==> config.mk <==
export PLATFORM = sky130hd
export DESIGN_NAME = adsr_envelope
export DESIGN_NICKNAME = d
export VERILOG_FILES = /design/src/rtl/adsr_envelope.sv
export SDC_FILE = /design/constraint.sdc
export NUM_CORES = 1
export LEC_CHECK = 0
export BUFFER_PORTS_ARGS = -buffer_cell sky130_fd_sc_hd__buf_2
export CORE_MARGIN = 8
export CORE_UTILIZATION = 50
export DETAILED_ROUTE_END_ITERATION = 10
export PLACE_DENSITY = 0.74
export SKIP_CTS_REPAIR_TIMING = 1
export SLEW_MARGIN = 5
export SYNTH_ARGS = -nofsm -noshare
export SYNTH_HDL_FRONTEND = slang
export SYNTH_SLANG_ARGS = --single-unit
==> constraint.sdc <==
create_clock -name clk -period 5 [get_ports clk]
set_input_delay 0.75 -clock clk [delete_from_list [all_inputs] [get_ports clk]]
set_output_delay 0.75 -clock clk [all_outputs]
set_load 0.05 [all_outputs]
==> src/rtl/adsr_envelope.sv <==
// Per-voice ADSR envelope generator: signed fixed-point gain in [0, ONE], one step per sample_en tick.
// Latency: env_out/state_out/env_valid register on the clk edge where sample_en=1.
// Backpressure: none; outputs hold between ticks. Optional macro ADSR_HARD_RESTART_EN selects hard retrigger.
module adsr_envelope #(
    parameter int WI = 2,
    parameter int WF = 14,
    localparam int W = WI + WF
) (
    input  logic         clk,
    input  logic         rst_n,
    input  logic         sample_en,
    input  logic         gate,
    input  logic [W-1:0] attack_step,
    input  logic [W-1:0] decay_step,
    input  logic [W-1:0] sustain_lvl,
    input  logic [W-1:0] release_step,
    output logic [W-1:0] env_out,
    output logic         env_valid,
    output logic [2:0]   state_out,
    output logic         busy
);

    localparam logic signed [W:0] ONE_X = (W+1)'(1 << WF);

    typedef enum logic [2:0] {
        S_IDLE    = 3'd0,
        S_ATTACK  = 3'd1,
        S_DECAY   = 3'd2,
        S_SUSTAIN = 3'd3,
        S_RELEASE = 3'd4
    } state_t;

    state_t            state_q, state_n;
    logic [W-1:0]      env_q;
    logic signed [W:0] env_n;

    // Working values are one bit wider than the output so sums/differences never wrap.
    logic signed [W:0] env_x, att_x, dec_x, rel_x, sus_x;
    logic signed [W:0] att_sum, att_sat, dec_dif, rel_dif, retrig_lvl;
    logic              att_zero, dec_zero, rel_zero;
    logic              unused_step_msbs;

    // Step inputs are magnitudes; their sign bit carries no meaning.
    assign env_x    = $signed({1'b0, env_q});
    assign att_x    = $signed({2'b00, attack_step[W-2:0]});
    assign dec_x    = $signed({2'b00, decay_step[W-2:0]});
    assign rel_x    = $signed({2'b00, release_step[W-2:0]});
    assign att_zero = (attack_step[W-2:0] == '0);
    assign dec_zero = (decay_step[W-2:0] == '0);
    assign rel_zero = (release_step[W-2:0] == '0);
    assign unused_step_msbs = ^{attack_step[W-1], decay_step[W-1], release_step[W-1]};

    assign att_sum = env_x + att_x;
    assign att_sat = (att_sum >= ONE_X) ? ONE_X : att_sum;
    assign dec_dif = env_x - dec_x;
    assign rel_dif = env_x - rel_x;

`ifdef ADSR_HARD_RESTART_EN
    // Hard retrigger: attack restarts from zero.
    assign retrig_lvl = (att_x >= ONE_X) ? ONE_X : att_x;
`else
    // Legato retrigger: attack continues from the current level.
    assign retrig_lvl = att_sat;
`endif

    // Clamp the sustain target into [0, ONE].
    always_comb begin
        sus_x = $signed({1'b0, sustain_lvl});
        if (sustain_lvl[W-1]) begin
            sus_x = '0;
        end else if ($signed({1'b0, sustain_lvl}) > ONE_X) begin
            sus_x = ONE_X;
        end
    end

    // Next state and next level; gate checks win over level checks.
    always_comb begin
        state_n = state_q;
        env_n   = env_x;
        case (state_q)
            S_IDLE: begin
                if (gate) begin
                    state_n = S_ATTACK;
                    env_n   = att_sat;
                end
            end
            S_ATTACK: begin
                if (!gate) begin
                    state_n = S_RELEASE;
                end else if (att_sum >= ONE_X || att_zero) begin
                    state_n = S_DECAY;
                    env_n   = ONE_X;
                end else begin
                    env_n   = att_sum;
                end
            end
            S_DECAY: begin
                if (!gate) begin
                    state_n = S_RELEASE;
                end else if (dec_dif <= sus_x || dec_zero) begin
                    state_n = S_SUSTAIN;
                    env_n   = sus_x;
                end else begin
                    env_n   = dec_dif;
                end
            end
            S_SUSTAIN: begin
                if (!gate) begin
                    state_n = S_RELEASE;
                end else begin
                    env_n   = sus_x;
                end
            end
            S_RELEASE: begin
                if (gate) begin
                    state_n = S_ATTACK;
                    env_n   = retrig_lvl;
                end else if (env_x <= rel_x || rel_zero) begin
                    state_n = S_IDLE;
                    env_n   = '0;
                end else begin
                    env_n   = rel_dif;
                end
            end
            default: begin
                state_n = S_IDLE;
                env_n   = '0;
            end
        endcase
    end

    // State, level and valid pulse advance only on the sample tick.
    always_ff @(posedge clk or negedge rst_n) begin
        if (!rst_n) begin
            state_q   <= S_IDLE;
            env_q     <= '0;
            env_valid <= 1'b0;
        end else if (sample_en) begin
            state_q   <= state_n;
            env_q     <= env_n[W-1:0];
            env_valid <= 1'b1;
        end else begin
            env_valid <= 1'b0;
        end
    end

    assign env_out   = env_q;
    assign state_out = state_q;
    assign busy      = (state_q != S_IDLE);

endmodule
==> results list, run 1 <==
- Setup repair after global routing left no endpoint under its margin.
* Power share of the clock group: 0.039
- I/O pin total: between 80 and 90
* Relative slew margins: 0.548
- Final estimated routing congestion in global placement: ~0.95
* Final Max Slew Viols: 0
- IR Drop Worst-Case VDD: approximately 0.29 mV
* Core footprint: just over 8000 µm²
* Drt first-iter violations: about 420
* Final worst slack: 373 ps
- Die span in x: 108 µm
- The worst path in the final design needs a cycle of between 4000 and 5000 ps, including I/O delays and setup.
- Hold crit path type: input port to asynchronous set/reset pin
* Category of the worst setup path launch point: input port
- Via count of the first global-routing pass: 4539
* Power Total: between 0.002 and 0.003 W
* Routed wire length: 13400 µm
* Die Area: about 12000 µm²
- Of the total power, the share spent switching nets is 0.572.
- CP arrival: approximately 4800 ps
- Synthesis produced a netlist with a net count of between 600 and 700.
- In this run the deepest clock path goes through 2 buffers.
* Number of fillers in the final layout: between 700 and 800
- On the critical path, the stage with the largest delay is an instance of sky130_fd_sc_hd__fa_1.
* Share of cells above drive strength 1: 0.185
- Most used standard cell by instance count after synthesis: sky130_fd_sc_hd__ha_1
- Die height: 108 µm
- The most critical setup path has its startpoint at decay_step[0].
- Yosys mapped a number of flops with a built-in enable equal to 0.
- Flop and latch count out of synthesis: 20
- In this run the core area contains 33 standard-cell rows.
* CTS H-Tree Depth: 1
- For the final database, setup skew stands at roughly 12 ps.
- Synth area leader: sky130_fd_sc_hd__ha_1
* ANT nets after route: 0
- Power dissipated by switching net loads: ~0.0016 W
* Kind of critical path: input port to flop
* Count of clock tree sinks: 20
- Final nets: approximately 770
* Internal cell power: between 0.001 and 0.0015 W
* Detailed-router iteration count before antenna repair: 5
* Number of failing hold endpoints at the final stage: 0
- For this run the aggregate overflow at the end of global routing stands at 0.
- Of all nets on the critical path, the largest fanout is 15.
- The number of different library cells used by synthesis comes to just over 70.
* Count of vias placed by the detailed router: 4553
* Max Freq: roughly 220 MHz
- The flow ran to the end, and the final reports show no timing, DRC or antenna violations.
- Number of warnings printed during yosys synthesis: 0
- The first global-routing pass estimated between 20000 and 25000 µm of wire.
- Area share of the largest cell type after synthesis: 0.177
- Mean cell area of the mapped netlist: roughly 8 µm²
* RR Startpoint: env_out[0]$_DFFE_PN0P_
- Clock latency on the worst-skew pair: around 260 ps
- Entering global routing, the biggest net connects 23 pins.
- After clock tree synthesis, the clock-pin slew on the worst setup and hold paths is roughly 80 ps.
- For the worst setup path, the data required time is between 5000 and 6000 ps.
- In this run the cell area of the synthesized design comes to about 4300 µm².
- The HPWL after detailed placement is ~12000 µm.
- Period utilisation layout: 0.925
- From synthesis to final layout, the design area changed by 14.7%.
- PD cells: 577 nW/µm²
- OpenSTA, run right after detailed placement, puts the worst setup slack at roughly 130 ps.
- Portion of the post-synthesis area used by sequential elements: 0.118
- Number of I/O port buffers: 85
- Dividing the detail-routed wire length by the instance count gives 18.2 µm.
- Setup total negative slack on the finished layout was measured at 0 ps.
- 0 antenna diodes ended up in the layout.
- Of the total power, combinational logic draws 0.838.
* Most instantiated flip-flop cell in the synthesis netlist: sky130_fd_sc_hd__dfrtp_1
- The worst setup path is captured at a flop.
* Main area contributors after synthesis: sky130_fd_sc_hd__ha_1 18%, sky130_fd_sc_hd__dfrtp_1 12%, sky130_fd_sc_hd__a21oi_1 4.9%
- Walking the worst path, the cells encountered are buf_2 -> ha_1 -> fa_1 -> nand2b_1 -> a21oi_1 -> o41a_1 -> and4_4 -> o31ai_4 -> nor2b_1 -> xnor2_1 -> ha_1 -> and4_1 -> o21ai_0 -> o21ai_0 -> a2111oi_0 -> a21oi_1 -> o21ai_4 -> buf_12 -> mux2i_1 -> a221o_1.
- Total of endpoints with negative setup slack in the final report: 0
- Post-synthesis instance total: ~550
- The number of antenna violations at the first check in global routing was 0.
- Max_cap viols: 0
- Leading cell types by count after synthesis: 60 x sky130_fd_sc_hd__ha_1, 56 x sky130_fd_sc_hd__inv_1, 42 x sky130_fd_sc_hd__a21oi_1, 38 x sky130_fd_sc_hd__nor2_1, 31 x sky130_fd_sc_hd__o21ai_0
- The analysis attributes to cell leakage a power of between 2 and 2.5 nW.
- Across every metal layer, demand over resource in global routing totals 0.228.
- Inserted Clock Buffers: 3
- For the pin with the worst max-slew slack, the measured transition is ~680 ps.
- The initial utilization of the core area, before any placement, comes to 0.517.
- Final core utilization: 0.593
- Max stage delay on crit path: 400 ps
- Across all hold checks on the routed design, the worst slack comes to about 430 ps.
* Vias per cell: around 6.2
* Synth async-reset ratio: 1.00
* Root buffer cell: sky130_fd_sc_hd__clkbuf_8
- After detailed routing, the number of remaining DRC violations is 0.
- CTS tree: yes
- Relative contribution of sequential cells to total power: 0.123
critical path: cells and delay by family:
family | cells | cell delay [ps]
AOI/OAI and AO/OA | 9 | 1740
xor gates and xnor gates | 1 | 200
adders and majority gates | 3 | 890
buffers and inverters | 2 | 310
muxes | 1 | 100
and+or+nand+nor | 4 | 750
worst paths after layout:
path                                            to  slack (ps)  cells past startpoint
max                         env_out[0]$_DFFE_PN0P_         370                     20
min                        env_out[15]$_DFFE_PN0P_         430                      1
max reg2reg                 env_out[0]$_DFFE_PN0P_         470                     20
min reg2reg                 env_out[9]$_DFFE_PN0P_         690                      3
max in group asynchronous   env_out[0]$_DFFE_PN0P_        4220                      1
min in group clk               env_valid$_DFF_PN0_         620                      1
cell usage in the layout (no fill, tap or decap), types with 4 or more instances in the layout:
cell type,n
sky130_fd_sc_hd__buf_2,85
sky130_fd_sc_hd__ha_1,60
sky130_fd_sc_hd__inv_1,56
sky130_fd_sc_hd__a21oi_1,42
sky130_fd_sc_hd__nor2_1,38
sky130_fd_sc_hd__nand2_1,30
sky130_fd_sc_hd__o21ai_0,30
sky130_fd_sc_hd__xnor2_1,21
sky130_fd_sc_hd__dfrtp_1,20
sky130_fd_sc_hd__a21o_1,15
sky130_fd_sc_hd__nor4_1,14
sky130_fd_sc_hd__nor3_1,13
sky130_fd_sc_hd__mux2i_1,13
sky130_fd_sc_hd__xor2_1,12
sky130_fd_sc_hd__and2_1,11
sky130_fd_sc_hd__nand4_1,10
sky130_fd_sc_hd__nand2b_1,10
sky130_fd_sc_hd__a211oi_1,9
sky130_fd_sc_hd__o21a_1,9
sky130_fd_sc_hd__o211ai_1,9
sky130_fd_sc_hd__nor2b_1,8
sky130_fd_sc_hd__nand3_1,8
sky130_fd_sc_hd__buf_4,8
sky130_fd_sc_hd__a31oi_1,7
sky130_fd_sc_hd__o221ai_1,7
sky130_fd_sc_hd__a222oi_1,6
sky130_fd_sc_hd__and3_1,5
sky130_fd_sc_hd__a221oi_1,5
sky130_fd_sc_hd__o21ai_1,4
sky130_fd_sc_hd__a211o_1,4
layer usage:
layer | vias to the layer above | track usage | part of all wire
li1 | 2255 | - | -
met1 | 2077 | 0.305 | 0.45
met2 | 203 | 0.368 | 0.43
met3 | 18 | 0.0369 | 0.092
met4 | 0 | 0.0674 | 0.021
met5 | - | 0 | 0
flip-flops by register name, summed over array words and instances (netlist names):
signal	count
env_valid	1
env_out	16
state_out	3
power by group through the flow:
stage | Sequential (W) | Combinational [W] | Clock [W]
floorplan | 0.000506 | 0.00158 | 0
global placement | 0.000340 | 0.00225 | 0
detailed placement | 0.000345 | 0.00230 | 0
CTS | 0.000341 | 0.00232 | 0.000110
global route | 0.000355 | 0.00258 | 0.000116
finish | 0.000346 | 0.00236 | 0.000109
cells by family after synthesis:
kind of cell / synth area share
fa+ha+maj: 0.191
xor+xnor: 0.0718
flops: 0.118
buf+inv: 0.0627
simple gates: 0.189
compound gates: 0.325
mux: 0.0430
per-stage QoR:
stage	cells	cell area (µm²)
floorplan	547	4250
global placement	735	4830
detailed placement	735	4830
CTS	738	4880
global route	738	4880
finish	738	4880
final cells by class:
cell class                      count  area (µm²)  area share
Inverter                           57         214      0.0439
Sequential cell                    20         500       0.103
Timing Repair Buffer               94         505       0.104
Clock buffer                        3        41.3     0.00847
Multi-Input combinational cell    459        3480       0.714
Tap cell                          105         131      0.0269
Note: power is estimated with default switching activity, not from simulation.
==> inputs of run 2 (changes only) <==
--- a/config.mk
+++ b/config.mk
@@ -5,12 +5,12 @@
 export SDC_FILE = /design/constraint.sdc
 export NUM_CORES = 1
 export LEC_CHECK = 0
+export ABC_AREA = 1
 export BUFFER_PORTS_ARGS = -buffer_cell sky130_fd_sc_hd__buf_2
 export CORE_MARGIN = 8
 export CORE_UTILIZATION = 50
 export DETAILED_ROUTE_END_ITERATION = 10
-export PLACE_DENSITY = 0.74
-export SKIP_CTS_REPAIR_TIMING = 1
+export PLACE_DENSITY = 0.73
 export SLEW_MARGIN = 5
 export SYNTH_ARGS = -nofsm -noshare
 export SYNTH_HDL_FRONTEND = slang
==> run 2 against run 1 <==
Against the previous run:
- cell area is 9.0% higher
- fmax is 11% higher
- utilization is 1.6 points lower
- final cell count is 38% higher
- critical path depth is 8 higher
- setup slack better by 460 ps
- critical endpoint is now env_out[11]$_DFFE_PN0P_
- clock power is 50% higher
==> results list, run 2 <==
* Outcome: complete, no violations (unchanged)
- Core footprint: 9200 µm² (was 8220 µm²)
- The flop and latch count out of synthesis came to 20 (unchanged).
- The minimum period implied by the final worst setup slack was 4170 ps (was 4630 ps).
* CP arrival: 4370 ps (was 4760 ps)
- The die footprint was 12800 µm² (was 11700 µm²).
- The number of primary I/O pins was 89 (unchanged).
* Final Max Slew Viols: 0 (unchanged)
* Most used standard cell by instance count after synthesis: sky130_fd_sc_hd__nand2_1 (was sky130_fd_sc_hd__ha_1)
- Die span in x: 113 µm (was 108 µm)
* Initial antenna violation count: 0 (unchanged)
* Ant diodes: 0 (unchanged)
* Share of cells above drive strength 1: 0.119 (was 0.185)
- The detailed router's first-iteration violation count was 524 (was 421).
- The final number of setup-violating endpoints is 0 (unchanged).
* Post-CTS resize count: 0
- Power Total: 0.00330 W (was 0.00281 W)
* Relative slew margins: 0.237 (was 0.548)
- Number of buffers inserted for hold repair after clock tree synthesis: 0
- The total via count in the routed design is 5694 (was 4553).
- The initial core utilization is 0.514 (was 0.517).
- The category of the most critical setup path is input port to flop (unchanged).
* Final estimated routing congestion in global placement: 0.986 (was 0.955)
* Worst setup EP type: flop (unchanged)
- Area growth syn-to-layout: 12.4% (was 14.7%)
- Clock latency on the worst-skew pair: 260 ps (about the same)
- IR Drop Worst-Case VDD: 0.322 mV (was 0.287 mV)
- CTS Buffer Depth: 2 (unchanged)
- The most frequent standard cell in the layout excluding fill and tap cells is sky130_fd_sc_hd__nand2_1 (was sky130_fd_sc_hd__buf_2).
- The transition at the pin with the smallest max-transition slack came to 1140 ps (was 678 ps).
* Unrepaired setup endpoints after global routing: false (unchanged)
* Inserted Clock Buffers: 3 (unchanged)
- The flip-flop count of the largest register after layout came to 16 (unchanged).
* Overflow left after global routing: 0 (unchanged)
- The first-pass GRT wire length is 27100 µm (was 21900 µm).
- The post-synthesis instance area is 4730 µm² (was 4250 µm²).
- Category of the worst setup path launch point: input port (unchanged)
- The maximum level of the CTS H-tree came to 1 (unchanged).
- The aggregate global-route resource usage is 0.263 (was 0.228).
* Vias per cell: 5.60 (was 6.17)
* Post-synthesis instance total: 826 (was 547)
* Detailed-router iteration count before antenna repair: 4 (was 5)
* Number of warnings printed during yosys synthesis: 0 (unchanged)
* Remaining routing DRC violations: 0 (unchanged)
* Number of failing hold endpoints at the final stage: 0 (unchanged)
- The maximum operating frequency came to 240 MHz (was 216 MHz).
* Post-Route Skew: 3.77 ps (was 11.9 ps)
- The largest area contributor in the synthesized netlist is sky130_fd_sc_hd__nand2_1 (was sky130_fd_sc_hd__ha_1).
* Top library cells by usage in the layout, fill and taps aside: 261 x sky130_fd_sc_hd__nand2_1, 137 x sky130_fd_sc_hd__inv_1, 85 x sky130_fd_sc_hd__buf_2, 71 x sky130_fd_sc_hd__nand3_1, 64 x sky130_fd_sc_hd__nor2_1 (was 85 x sky130_fd_sc_hd__buf_2, 60 x sky130_fd_sc_hd__ha_1, 56 x sky130_fd_sc_hd__inv_1, 42 x sky130_fd_sc_hd__a21oi_1, 38 x sky130_fd_sc_hd__nor2_1)
* Required @ worst endpoint: 5200 ps (was 5140 ps)
- The wire length reported by the detailed router was 16900 µm (was 13400 µm).
* Main area contributors after synthesis: sky130_fd_sc_hd__nand2_1 21%, sky130_fd_sc_hd__ha_1 16%, sky130_fd_sc_hd__inv_1 11% (was sky130_fd_sc_hd__ha_1 18%, sky130_fd_sc_hd__dfrtp_1 12%, sky130_fd_sc_hd__a21oi_1 4.9%)
* Synth async-reset ratio: 1.00 (unchanged)
* Count of clock tree sinks: 20 (unchanged)
- FF-to-FF setup slack: 840 ps (was 470 ps)
- Post CTS Setup Buffer Count: 0
- Area share of the largest cell type after synthesis: 0.207 (was 0.177)
- The post-detailed-placement half-perimeter wirelength came to 14500 µm (was 11600 µm).
* Period utilisation layout: 0.834 (was 0.925)
- The number of fill cells came to 980 (was 762).
- The overall die height is 113 µm (was 108 µm).
- The via count of the first global-routing pass came to 5526 (was 4539).
- FF+latch area: 500 µm² (unchanged)
- Leading cell types by count after synthesis: 261 x sky130_fd_sc_hd__nand2_1, 137 x sky130_fd_sc_hd__inv_1, 71 x sky130_fd_sc_hd__nand3_1, 64 x sky130_fd_sc_hd__nor2_1, 60 x sky130_fd_sc_hd__ha_1 (was 60 x sky130_fd_sc_hd__ha_1, 56 x sky130_fd_sc_hd__inv_1, 42 x sky130_fd_sc_hd__a21oi_1, 38 x sky130_fd_sc_hd__nor2_1, 31 x sky130_fd_sc_hd__o21ai_0).
* CP max FO: 17 (was 15)
* Max_cap viols: 0 (unchanged)
- LEAKAGE: 3.20 nW (was 2.43 nW)
- The total power density per cell area was 620 nW/µm² (was 577 nW/µm²).
- Multi-input combinational cell area: 3640 µm² (was 3480 µm²)
- The cell chosen for the clock root is sky130_fd_sc_hd__clkbuf_8 (unchanged).
* Mean cell area of the mapped netlist: 5.73 µm² (was 7.77 µm²)
- Clock transition at the registers of the reported paths: 80 ps (about the same)
* Setup_tns: 0 ps (unchanged)
- Final nets: 1038 (was 766)
- Pin count of the biggest net entering global routing: 21 (was 23)
- Most instantiated flip-flop cell in the synthesis netlist: sky130_fd_sc_hd__dfrtp_1 (unchanged)
* Number of I/O port buffers: 85 (unchanged)
- The placement row count was 35 (was 33).
- Net count after synthesis: 957 (was 678)
- The number of synthesized flops with an enable pin came to 0 (unchanged).
- CTS tree: yes (unchanged)
- Count of distinct cell types in the synthesized netlist: 41 (was 71)
* Final routed wire length divided by cell count: 16.6 µm (was 18.2 µm)
- The worst min-delay path class was input port to asynchronous set/reset pin (unchanged).
- The sequential area share after synthesis came to 0.106 (was 0.118).
- The number of antenna-violating nets in the routed design is 0 (unchanged).
==> run 2: path summary, 6_finish.rpt <==
check	from	depth (start not counted)	end
setup / recovery	decay_step[0]	28	env_out[11]$_DFFE_PN0P_
setup reg to reg	env_out[1]$_DFFE_PN0P_	27	env_out[11]$_DFFE_PN0P_
hold / removal	rst_n	1	state_out[1]$_DFFE_PN0P_
max in group asynchronous	rst_n	1	env_out[12]$_DFFE_PN0P_
min in group clk	env_out[0]$_DFFE_PN0P_	2	env_out[0]$_DFFE_PN0P_
hold reg to reg	env_out[0]$_DFFE_PN0P_	2	env_out[0]$_DFFE_PN0P_
==> run 2: cells by family (layout without fill, tap and decap cells) <==
logic type      Yosys count  after routing  synth area share
compound gates          117            117             0.142
xor+xnor                 28             28            0.0519
fa+ha+maj                63             63             0.171
buf+inv                 150            230             0.124
flops                    20             20             0.106
simple gates            448            448             0.404
==> run 2: final cells by class <==
class / count / area share
multi-input cells: 656 / 0.685
inverters: 139 / 0.0982
well taps: 111 / 0.0261
clock buffers: 3 / 0.00777
clock inverters: 1 / 0.00565
flip-flops and latches: 20 / 0.0942
repair buffers: 87 / 0.0829
==> run 2: worst max-delay path, stage by stage <==
cell,delay [ps]
sky130_fd_sc_hd__buf_2,100
sky130_fd_sc_hd__ha_1,230
sky130_fd_sc_hd__fa_1,410
sky130_fd_sc_hd__inv_1,70
sky130_fd_sc_hd__nand3_1,60
sky130_fd_sc_hd__nand2_1,130
sky130_fd_sc_hd__a21oi_2,110
sky130_fd_sc_hd__o21ai_4,190
sky130_fd_sc_hd__nand3_1,130
sky130_fd_sc_hd__nand2_1,80
sky130_fd_sc_hd__nand2_1,40
sky130_fd_sc_hd__nand2_1,90
sky130_fd_sc_hd__inv_1,50
sky130_fd_sc_hd__ha_1,290
sky130_fd_sc_hd__inv_1,60
sky130_fd_sc_hd__nor3_1,280
sky130_fd_sc_hd__nand2_1,90
sky130_fd_sc_hd__nand2_1,60
sky130_fd_sc_hd__nand2_1,50
sky130_fd_sc_hd__nand2_1,50
sky130_fd_sc_hd__nand2_1,60
sky130_fd_sc_hd__nand2_2,280
sky130_fd_sc_hd__nand2_4,190
sky130_fd_sc_hd__nand2_1,110
sky130_fd_sc_hd__nand3_1,80
sky130_fd_sc_hd__nand2_1,130
sky130_fd_sc_hd__nand2_1,70
sky130_fd_sc_hd__nand2_1,110
==> run 2: per-stage QoR <==
stage | utilization | cells | cell area [µm²] | hold slack (ps) | setup slack [ps]
2_1_floorplan | - | 826 | 4730 | 454 | 1320
3_3_place_gp | 0.570 | 1013 | 5240 | 556 | 707
3_5_place_dp | 0.570 | 1013 | 5240 | 573 | 626
4_1_cts | 0.578 | 1017 | 5310 | 439 | 879
5_1_grt | 0.578 | 1017 | 5310 | 462 | 395
6_report | 0.578 | 1017 | 5310 | 429 | 831
==> run 2: per-layer routing <==
| layer | GRT usage | up-vias | routed length (µm) |
|---|---|---|---|
| met2 | 0.433 | 215 | 7500 |
| met5 | 0 | - | 0 |
| met3 | 0.0319 | 41 | 1210 |
| met1 | 0.345 | 2590 | 7610 |
| li1 | - | 2848 | - |
| met4 | 0.0915 | 0 | 606 |
==> run 2: report_power, final <==
group / total [W] / switching (W) / internal [W]
logic: 0.00275 / 0.00187 / 0.000879
registers: 0.000381 / 0.000158 / 0.000224
clock network: 0.000164 / 0.0000567 / 0.000107
==> inputs of run 3 (changes only) <==
--- a/config.mk
+++ b/config.mk
@@ -5,12 +5,12 @@
 export SDC_FILE = /design/constraint.sdc
 export NUM_CORES = 1
 export LEC_CHECK = 0
-export ABC_AREA = 1
+export ABC_AREA = 0
 export BUFFER_PORTS_ARGS = -buffer_cell sky130_fd_sc_hd__buf_2
 export CORE_MARGIN = 8
 export CORE_UTILIZATION = 50
 export DETAILED_ROUTE_END_ITERATION = 10
-export PLACE_DENSITY = 0.73
+export PLACE_DENSITY = 0.77
 export SLEW_MARGIN = 5
 export SYNTH_ARGS = -nofsm -noshare
 export SYNTH_HDL_FRONTEND = slang
==> constraint.sdc (replaced) <==
create_clock -name clk -period 3.7 [get_ports clk]
set_input_delay 0.555 -clock clk [delete_from_list [all_inputs] [get_ports clk]]
set_output_delay 0.555 -clock clk [all_outputs]
set_load 0.05 [all_outputs]
==> run 3 against run 2 <==
Against the previous run:
- the run now ends with negative setup slack left
- total power up 37%
- sequential cell count is the same
- combinational power increased by 42%
- count of clock-buffer cells in the layout rose by 1
- sequential share of layout area fell by 0.30 points
- setup slack worse by 1200 ps
- critical path type is now flop to flop
- critical endpoint is now env_out[9]$_DFFE_PN0P_
==> results list, run 3 (synthesized netlist as in run 1, its figures left out) <==
* Kind of critical path: flop to flop (was input port to flop)
- Max_cap viols: 0 (unchanged)
- Overflow left after global routing: 0 (unchanged)
- Drt first-iter violations: 478 (was 524)
* Number of I/O port buffers: 85 (unchanged)
- The number of antenna-violating nets in the routed design came to 0 (unchanged).
- The leakage dissipation is 2.82 nW (was 3.20 nW).
- Required @ worst endpoint: 3890 ps (was 5200 ps)
- PD cells: 810 nW/µm² (was 620 nW/µm²)
- Effective utilization at floorplan: 0.517 (was 0.514)
* Dpl ws: -619 ps (was 626 ps)
* GRT Total Usage: 0.252 (was 0.263)
- The first-pass GRT wire length was 23900 µm (was 27100 µm).
- The final reports fail on negative setup slack.
- The kind of end point of the critical path is a flop (unchanged).
- Core footprint: 8220 µm² (was 9200 µm²)
- The total via count in the routed design is 5019 (was 5694).
* Outcome: finished, violations left (was complete, no violations)
- The quantity of hold-fixing buffers added after cts is 0 (unchanged).
- Final nets: 839 (was 1038)
- CTS H-Tree Depth: 1 (unchanged)
* Share of cells above drive strength 1: 0.304 (was 0.119)
- Root buffer cell: sky130_fd_sc_hd__clkbuf_8 (unchanged)
- The final hold slack is 233 ps (was 429 ps).
- The number of pins with negative max-slew slack in the final report is 0 (unchanged).
- Top library cells by usage in the layout, fill and taps aside: 85 x sky130_fd_sc_hd__buf_2, 80 x sky130_fd_sc_hd__buf_4, 57 x sky130_fd_sc_hd__ha_1, 55 x sky130_fd_sc_hd__inv_1, 39 x sky130_fd_sc_hd__a21oi_1 (was 261 x sky130_fd_sc_hd__nand2_1, 137 x sky130_fd_sc_hd__inv_1, 85 x sky130_fd_sc_hd__buf_2, 71 x sky130_fd_sc_hd__nand3_1, 64 x sky130_fd_sc_hd__nor2_1)
* Number of rows created at floorplan: 33 (was 35)
- Via count of the first global-routing pass: 4992 (was 5526)
* Most common cell after layout, fill and taps aside: sky130_fd_sc_hd__buf_2 (was sky130_fd_sc_hd__nand2_1)
- Detailed-router iteration count before antenna repair: 5 (was 4)
- The final weighted congestion of routability-driven global placement is 1.03 (was 0.986).
- The number of sinks driven by the clock tree was 20 (unchanged).
- Unrepaired setup endpoints after global routing: true (was false)
* Total of endpoints with negative setup slack in the final report: 17 (was 0)
- Vias per cell: 6.18 (was 5.60)
- I/O pin total: 89 (unchanged)
* IR Drop Worst-Case VDD: 0.473 mV (was 0.322 mV)
* Die Area: 11700 µm² (was 12800 µm²)
* Tightest Pin Transition: 504 ps (was 1140 ps)
- Number of flip-flops under the largest register name: 16 (unchanged)
- The worst clock skew was 3.42 ps (was 3.77 ps).
* Ant diodes: 0 (unchanged)
- Final routed wire length divided by cell count: 18.6 µm (was 16.6 µm)
* Min Clock Period, post-route: 4060 ps
* CTS Buffer Depth: 2 (unchanged)
- The worst min-delay path class is input port to asynchronous set/reset pin (unchanged).
* Area growth syn-to-layout: 31.1% (was 12.4%)
- The latest clock arrival within the worst-skew pair came to 270 ps (was 260 ps).
- Relative slew margins: 0.664 (was 0.237)
* Routed wire length: 15100 µm (was 16900 µm)
- Number of failing hold endpoints at the final stage: 0 (unchanged)
- CP max FO: 10 (was 17)
- The number of antenna violations at the first check in global routing was 0 (unchanged).
* Remaining routing DRC violations: 0 (unchanged)
* Period utilisation layout: 1.10
- The kind of start point of the critical path was a flop (was input port).
- The chip width was 108 µm (was 113 µm).
- The number of buffers added by the clock tree synthesis step was 3 (unchanged).
- The post-detailed-placement half-perimeter wirelength was 12600 µm (was 14500 µm).
* CTS tree: yes (unchanged)
* Final worst slack: -362 ps (was 831 ps)
* Pin count of the biggest net entering global routing: 23 (was 21)
- Max Freq: between 200 and 250 MHz
- The worst path arrival time came to 4250 ps (was 4370 ps).
- Die height: 108 µm (was 113 µm)
* Clock transition at the registers of the reported paths: 80 ps (about the same)
==> run 3: per-layer routing <==
metal | wire (µm) | share of wire | GRT usage | up-vias
met1 | 6330 | 0.42 | 0.324 | 2287
li1 | - | - | - | 2399
met5 | 0 | 0 | 0 | -
met3 | 1420 | 0.094 | 0.0256 | 33
met2 | 6900 | 0.46 | 0.420 | 300
met4 | 451 | 0.030 | 0.104 | 0
==> run 3: repair_timing <==
action	4_1_cts	5_1_grt
setup endpoints to repair	17	17
pin swaps	6	11
resized for setup	9	7
setup buffers	5	1
==> run 3: path summary, 6_finish.rpt <==
kind / startpoint / endpoint / slack (ps) / depth (start not counted)
worst max register to register: env_out[0]$_DFFE_PN0P_ / env_out[9]$_DFFE_PN0P_ / -360 / 19
worst min register to register: state_out[0]$_DFFE_PN0P_ / env_out[12]$_DFFE_PN0P_ / 700 / 1
worst max-delay path: env_out[0]$_DFFE_PN0P_ / env_out[9]$_DFFE_PN0P_ / -360 / 19
max in group asynchronous: rst_n / env_out[3]$_DFFE_PN0P_ / 3110 / 1
min in group clk: sample_en / env_valid$_DFF_PN0_ / 420 / 1
worst min-delay path: rst_n / env_out[15]$_DFFE_PN0P_ / 230 / 1
==> run 3: area by class of cell <==
| class | instances | area, µm² |
|---|---|---|
| Multi-Input combinational cell | 459 | 3610 |
| Fill cell | 704 | 2640 |
| Timing Repair Buffer | 167 | 1050 |
| Sequential cell | 20 | 508 |
| Inverter | 57 | 216 |
| Tap cell | 105 | 131 |
| Clock buffer | 4 | 55.1 |
==> run 3: report_power, final <==
part | switching [W] | leakage [nW] | total, W | internal (W)
combinational | 0.00221 | 2.54 | 0.00390 | 0.00169
sequential | 0.000133 | 0.256 | 0.000439 | 0.000306
clock | 0.0000807 | 0.0288 | 0.000176 | 0.0000951
==> run 3: stage by stage <==
stage          cell area [µm²]  TNS [ps]  cells  total power [W]  utilization
2_1_floorplan             4320     -5000    547          0.00287            -
3_3_place_gp              5400     -7590    802          0.00392        0.657
3_5_place_dp              5400     -8510    802          0.00405        0.657
4_1_cts                   5530     -4280    811          0.00434        0.673
5_1_grt                   5570     -7600    812          0.00484        0.678
6_report                  5570     -5360    812          0.00452        0.678
==> run 3: critical path: stages (launching register included) <==
cell,delay (ps)
sky130_fd_sc_hd__dfrtp_2,430
sky130_fd_sc_hd__inv_4,80
sky130_fd_sc_hd__ha_4,140
sky130_fd_sc_hd__fa_2,190
sky130_fd_sc_hd__nand2b_4,140
sky130_fd_sc_hd__a21oi_4,50
sky130_fd_sc_hd__o41a_1,330
sky130_fd_sc_hd__buf_4,150
sky130_fd_sc_hd__a21o_1,180
sky130_fd_sc_hd__a21oi_2,190
sky130_fd_sc_hd__xnor2_2,100
sky130_fd_sc_hd__ha_1,320
sky130_fd_sc_hd__and4_4,240
sky130_fd_sc_hd__nand4_1,150
sky130_fd_sc_hd__o32ai_1,380
sky130_fd_sc_hd__a21oi_2,90
sky130_fd_sc_hd__o21ai_4,190
sky130_fd_sc_hd__buf_8,180
sky130_fd_sc_hd__mux2_4,300
sky130_fd_sc_hd__o211ai_1,150
